===== src/rtl/shift_arbiter.sv =====
// Two-requester round-robin arbiter feeding a registered shifter with a one-entry valid/ready output.
// Define SHIFT_ARBITER_ROTATE_EN to make op 11 rotate right by amt instead of passing the value through.
module shift_arbiter #(
  parameter int WIDTH     = 32,
  parameter int AMT_WIDTH = 5
) (
  input  logic                 clock,
  input  logic                 reset,
  input  logic                 req_valid_0,
  output logic                 req_ready_0,
  input  logic [WIDTH-1:0]     req_value_0,
  input  logic [1:0]           req_op_0,
  input  logic [AMT_WIDTH-1:0] req_amt_0,
  input  logic                 req_valid_1,
  output logic                 req_ready_1,
  input  logic [WIDTH-1:0]     req_value_1,
  input  logic [1:0]           req_op_1,
  input  logic [AMT_WIDTH-1:0] req_amt_1,
  output logic                 resp_valid,
  input  logic                 resp_ready,
  output logic [WIDTH-1:0]     resp_result,
  output logic                 resp_id
);

  logic             resp_valid_q, resp_valid_d;
  logic [WIDTH-1:0] resp_result_q, resp_result_d;
  logic             resp_id_q, resp_id_d;
  logic             last_grant_q, last_grant_d;

  logic                 slot_free;
  logic                 grant_0, grant_1;
  logic [WIDTH-1:0]     sel_value;
  logic [1:0]           sel_op;
  logic [AMT_WIDTH-1:0] sel_amt;
  logic [WIDTH-1:0]     shifted;

  // On a tie the port that did not win last time gets the slot.
  always_comb begin
    slot_free = !resp_valid_q | resp_ready;
    grant_0   = slot_free & req_valid_0 & (!req_valid_1 | last_grant_q);
    grant_1   = slot_free & req_valid_1 & (!req_valid_0 | !last_grant_q);
  end

  assign req_ready_0 = grant_0;
  assign req_ready_1 = grant_1;

  always_comb begin
    sel_value = grant_1 ? req_value_1 : req_value_0;
    sel_op    = grant_1 ? req_op_1    : req_op_0;
    sel_amt   = grant_1 ? req_amt_1   : req_amt_0;
  end

  always_comb begin
    shifted = sel_value;
    case (sel_op)
      2'b00:   shifted = sel_value >> sel_amt;
      2'b01:   shifted = $signed(sel_value) >>> sel_amt;
      2'b10:   shifted = sel_value << sel_amt;
      default: begin
`ifdef SHIFT_ARBITER_ROTATE_EN
        // A left shift by WIDTH yields zero, so amt=0 degenerates cleanly to pass-through.
        shifted = (sel_value >> sel_amt) | (sel_value << (WIDTH - int'(sel_amt)));
`else
        shifted = sel_value;
`endif
      end
    endcase
  end

  always_comb begin
    resp_valid_d  = resp_valid_q;
    resp_result_d = resp_result_q;
    resp_id_d     = resp_id_q;
    last_grant_d  = last_grant_q;
    if (grant_0 | grant_1) begin
      resp_valid_d  = 1'b1;
      resp_result_d = shifted;
      resp_id_d     = grant_1;
      last_grant_d  = grant_1;
    end else if (resp_ready) begin
      resp_valid_d  = 1'b0;
    end
  end

  always_ff @(posedge clock) begin
    if (reset) begin
      resp_valid_q  <= 1'b0;
      resp_result_q <= '0;
      resp_id_q     <= 1'b0;
      last_grant_q  <= 1'b1;
    end else begin
      resp_valid_q  <= resp_valid_d;
      resp_result_q <= resp_result_d;
      resp_id_q     <= resp_id_d;
      last_grant_q  <= last_grant_d;
    end
  end

  assign resp_valid  = resp_valid_q;
  assign resp_result = resp_result_q;
  assign resp_id     = resp_id_q;

endmodule


===== config.mk =====
export PLATFORM = sky130hd
export DESIGN_NAME = shift_arbiter
export DESIGN_NICKNAME = d
export VERILOG_FILES = /design/src/rtl/shift_arbiter.sv
export SDC_FILE = /design/constraint.sdc
export NUM_CORES = 1
export LEC_CHECK = 0
export CELL_PAD_IN_SITES_DETAIL_PLACEMENT = 1
export CELL_PAD_IN_SITES_GLOBAL_PLACEMENT = 1
export CORE_UTILIZATION = 42
export DETAILED_ROUTE_END_ITERATION = 16
export PLACE_DENSITY_LB_ADDON = 0.1
export SYNTH_ARGS = -nofsm -noshare
export SYNTH_HDL_FRONTEND = slang
export SYNTH_SLANG_ARGS = --single-unit

===== constraint.sdc =====
create_clock -name clock -period 3.44 [get_ports clock]
set_input_delay 0.688 -clock clock [delete_from_list [all_inputs] [get_ports clock]]
set_output_delay 0.688 -clock clock [all_outputs]
set_load 0.1 [all_outputs]

* After elaboration in Yosys (flattened, before gate mapping)
Index checks and enable logic that the tools add are counted.
** Operators by class
- Eq/ne operators :: 2
- Shifts and indexed selects :: 3
- Muxes and demuxes :: 6
- Bitwise logic cells :: 8
- Reductions and logical operators :: 6
** Operator list (number)
- $pmux W32 S3 :: 1
- $mux W32 :: 1
- $shl A32 B5 Y32 :: 1
- $shr A32 B5 Y32 :: 1
- $sshr A32 B5 Y32 :: 1
- $mux W5 :: 1
- $and A1 B1 Y1 :: 4
- $logic_not A1 Y1 :: 4
- $or A1 B1 Y1 :: 4
- $eq A2 B1 Y1 const B :: 1
- $eq A2 B2 Y1 const B :: 1
- $logic_not A2 Y1 :: 1
- $mux W1 :: 2
- $mux W2 :: 1
- $reduce_bool A2 Y1 :: 1
** Word-level totals
- Register bits :: 35
- Input port bits :: 83
- Output and inout port bits :: 36

* Logic depth before layout (Yosys ltp)
- Depth in word-level cells :: 7
- Gate-level depth with buffers :: 12

* Worst setup path after synthesis
OpenSTA, ideal clock, no wires.
- Path type :: register -> output
- Start :: register resp_valid_q (netlist: resp_valid)
- End :: output req_ready_0
- Data arrival time :: 2917 ps
- Slack :: -165 ps
- Stages on the path, launching flop included :: 6
- Cell sequence :: dfxtp_1 nand2b_1 buf_2 clkbuf_1 nand2_1 a21oi_1
** Between the ends
- Cells in the longest elaborated chain, start to end :: 4
** RTL lines
- start, declared :: RTL line 25 : logic resp_valid_q, resp_valid_d;
- start signal, assigned :: RTL line 92 : resp_valid_q <= resp_valid_d;
- $logic_not A1 Y1 :: RTL line 39 : slot_free = !resp_valid_q | resp_ready;
- $or A1 B1 Y1 :: RTL line 39
- $and A1 B1 Y1 (2 in series) :: RTL line 40 : grant_0 = slot_free & req_valid_0 & (!req_valid_1 | last_grant_q);
- end, declared :: RTL line 10 : output logic req_ready_0,
No other way between the ends.

* Worst setup path in the final report
- Start :: input req_valid_0
- End :: register resp_result_q[3] (netlist: resp_result[3])
** Between the ends
- Cells in the longest elaborated chain, start to end :: 6
- Elaborated cells on any way between the ends :: 16
- Those cells by class :: eq/ne (2); shift (3); mux (4); bitwise (5); reduce/logical (2)
** RTL lines
- start, declared :: RTL line 9 : input logic req_valid_0,
- $logic_not A1 Y1 :: RTL line 41 : grant_1 = slot_free & req_valid_1 & (!req_valid_0 | !last_grant_q);
- $or A1 B1 Y1 :: RTL line 41
- $and A1 B1 Y1 :: RTL line 41
- $mux W32 (tied with other cells) :: RTL line 48 : sel_value = grant_1 ? req_value_1 : req_value_0;
- $shl A32 B5 Y32 (tied with other cells) :: RTL line 58 : 2'b10: shifted = sel_value << sel_amt;
- $pmux W32 S3 :: RTL line 55 : case (sel_op)
- end signal, assigned :: RTL line 93 : resp_result_q <= resp_result_d;
- end, declared :: RTL line 26 : logic [WIDTH-1:0] resp_result_q, resp_result_d;
Several ways; a longest one is shown, not always the timed one.
A chain may end at the register's enable or synchronous reset.

==> results.toml <==
[routing]
ant_nets = 0
drt_pass1_iterations = 6
drt_iter0_drc = 1642
vias = 11700
routed_wl_mm = 52.7
detail_route.wl_per_cell_um = 32.8
avgViaCountPerCell = 7.26
drc = 0

[synthesis]
syn_area_per_cell_sq_um = 8.62
synth_warnings = 0
async_flop_share = 0
yosys.area.top_type = "mux4_2"
synthFlopType = "dfxtp_1"
ys_seq_elements = 35
ys_types = 77
synth_top_cell_area_share = 0.229
syn_nets = 1121
ys_seq_area_frac = 0.0783
syn-instance-count = 1038
synth-edff-count = 0
synth_area_sq_mm = 0.00895
netlist_top_cells_area = "mux4_2 (23%), mux2i_1 (15%), dfxtp_1 (7.8%), mux2_2 (7.4%), nor2_1 (4.6%)"

[placement]
placed_area_sq_mm = 0.0121
hpwlAfterDp_mm = 43.1
numPortBuffers = 118
place_inst = 1598
place_congestion = 1.07

[clocking]
clock_latency_ns = 0.29
cts_made_buffers = 5
htreeDepth = 2
tritoncts = "yes"
cts_buffer_depth = 2
clk_pin_slew_worst_paths_ns = 0.06
clkSinkCount = 35
clockRootBuffer = "clkbuf_16"

[floorplanning]
rows = 53
core_sq_mm = 0.0210
dieHeight_um = 148
pin_count = 119
dieArea_sq_mm = 0.0219
die_w_um = 148
initial_core_util = 0.427

[power_and_ir_drop]
clkPwrFrac = 0.141
powerDensity_mw_per_mm2 = 315
leakage_nw = 5.02
finalPower_mw = 3.87
combPwrFrac = 0.732
intPower_mw = 1.90
ir_drop_mv = 0.209
p_seq_frac = 0.126
p_switching_mw = 1.97
swShare = 0.510

[layout]
final_common_cell = "buf_4"
finish.utilization = 0.587
areaGrowthSynthToFinish_pct = 37.5
fin_cells = 1608
drive_gt1_frac = 0.364
design_area_sq_mm = 0.0123
fin_nets = 1413
final_cell_mix = "buf_4 (274), mux2i_1 (128), nor2_1 (107)"

[global_routing]
grt_pass1_vias = 11500
grt_overflow = 0
grt_use_met2 = 0.751
use_met1 = 0.633
grt_max_degree = 40
grt_pass1_wl_mm = 77.3
met3_usage = 0.102
grt-busiest-layer = "met2"
grt_usage = 0.481
antenna_found_initial = 2

[setup_path]
max_stage_delay_ns = 0.47
end_kind = "flop"
cp_max_fo = 8
cp_top_family = "buffers and inverters"
crit_buf_inv = 4
worst-path-stages = 11
crit_type = "input pin to flop"
cp.arrival_ns = 3.47
cpMostUsedCell = "buf_4"
required_ns = 3.62
ff2ff_path_depth = 8
path_cells = "clkdlybuf4s50_1 > and2_1 > buf_4 > o31ai_4 > nand4_1 > a2111oi_1 > buf_4 > nor3_1 > a211oi_1 > buf_4 > nor4_1"
worstSetupStartpointType = "input pin"
worst_path_max_delay_cell = "clkdlybuf4s50_1"

[sta]
tightest_slew_ns = 1.01
fin_tns_setup_ns = 0
relSlewSlack = 0.324
report.final.slew_viol_count = 0
clock_skew_ns = 0.0104
finalSetupViolations = 0
hold_viol = 0
fin_crit_ns = 3.30
rsz0062_at_grt = "false"
fin_crit_sh = 0.959
fmax_ghz = 0.303

[run_status]
status = "finished clean"

[min_path]
hold_path_depth = 2
hp-class = "flop to flop"

[run]
cap_viol_max_count = 0
-- kinds of logic (layout without fill, tap and decap cells) --
family / after synthesis / after routing / synth area share
AOI/OAI and AO/OA: 274 / 274 / 0.217
DFF: 35 / 35 / 0.0783
muxes: 284 / 284 / 0.459
buffers and inverters: 113 / 406 / 0.0726
other: 0 / 2 / 0
and+or+nand+nor: 332 / 332 / 0.173
-- Yosys cell counts, drive strengths merged (4+ instances only) --
cell type	number
o21a	5
a211o	9
a211oi	29
o22ai	7
a311oi	6
a22o	4
dfxtp	35
a221oi	8
o21bai	4
buf	74
o2111ai	5
a311o	6
a21oi	56
o311ai	4
nor4	12
o32ai	4
o31ai	8
a22oi	6
nand2	100
nand3	16
o311a	4
o211ai	9
mux2	59
o21ai	47
nor2b	8
mux4	94
nor3	39
and2	4
mux2i	131
a31oi	16
clkbuf	29
a2111oi	7
inv	10
nor2	112
or3	8
nand2b	4
o221ai	10
nand4	16
a21o	4
-- worst reg2reg max path, cell delays in order, from the launching register on --
cell and delay (ns):
dfxtp_1 0.42, and2_1 0.48, nor4_4 0.08, nor2_2 0.34, buf_4 0.23, mux4_2 0.49, and2_0 0.16, o21ai_0 0.30
a31oi_1 0.14
-- registers in the layout (all words and copies together), names as in the netlist --
signal	count
resp_valid	1
last_grant_q	1
resp_result	32
resp_id	1
-- metrics by stage --
stage                     hold slack (ns)  setup WS [ns]
after CTS                           0.460          0.112
after detailed placement            0.446         -0.303
final                               0.458          0.143
after global placement              0.436         -0.231
after floorplan                     0.517          0.426
after global routing                0.493         0.0392
-- final timing paths --
check / startpoint / to / slack, ns
max: req_valid_0 / resp_result[3]$_SDFFE_PP0P_ / 0.14
min: resp_result[26]$_SDFFE_PP0P_ / resp_result[26]$_SDFFE_PP0P_ / 0.46
max reg2reg: last_grant_q$_SDFFE_PP1P_ / resp_result[12]$_SDFFE_PP0P_ / 0.67
min reg2reg: resp_result[26]$_SDFFE_PP0P_ / resp_result[26]$_SDFFE_PP0P_ / 0.46
-- layout make-up --
class                           count  area (sq um)
Inverter                           10          38.8
Antenna cell                        2          5.00
Fill cell                        2435          8650
Tap cell                          275           344
Timing Repair Buffer              388          3410
Sequential cell                    35           701
Multi-Input combinational cell    890          7640
Clock inverter                      3          43.8
Clock buffer                        5           125
-- layer usage --
layer  up-vias  share of wire  wire, um
met4         4          0.056      2960
met1      5787           0.38     20200
li1       4732              -         -
met2       937           0.45     23500
met5         -        0.00047        25
met3       212           0.11      6050
-- power by group through the flow --
stage | Sequential, mW | Clock, mW | Combinational (mW)
3_5_place_dp | 0.498 | 0 | 2.73
4_1_cts | 0.490 | 0.552 | 2.74
2_1_floorplan | 0.839 | 0 | 1.17
6_report | 0.490 | 0.548 | 2.84
5_1_grt | 0.494 | 0.566 | 2.90
3_3_place_gp | 0.495 | 0 | 2.68
-- repair_timing --
action,4_1_cts,5_1_grt
endpoints found under the setup margin,1,1
setup buffers,0,0
gates resized for setup,1,1
hold buffers,0,0
Power figures use the tool's default switching activity.
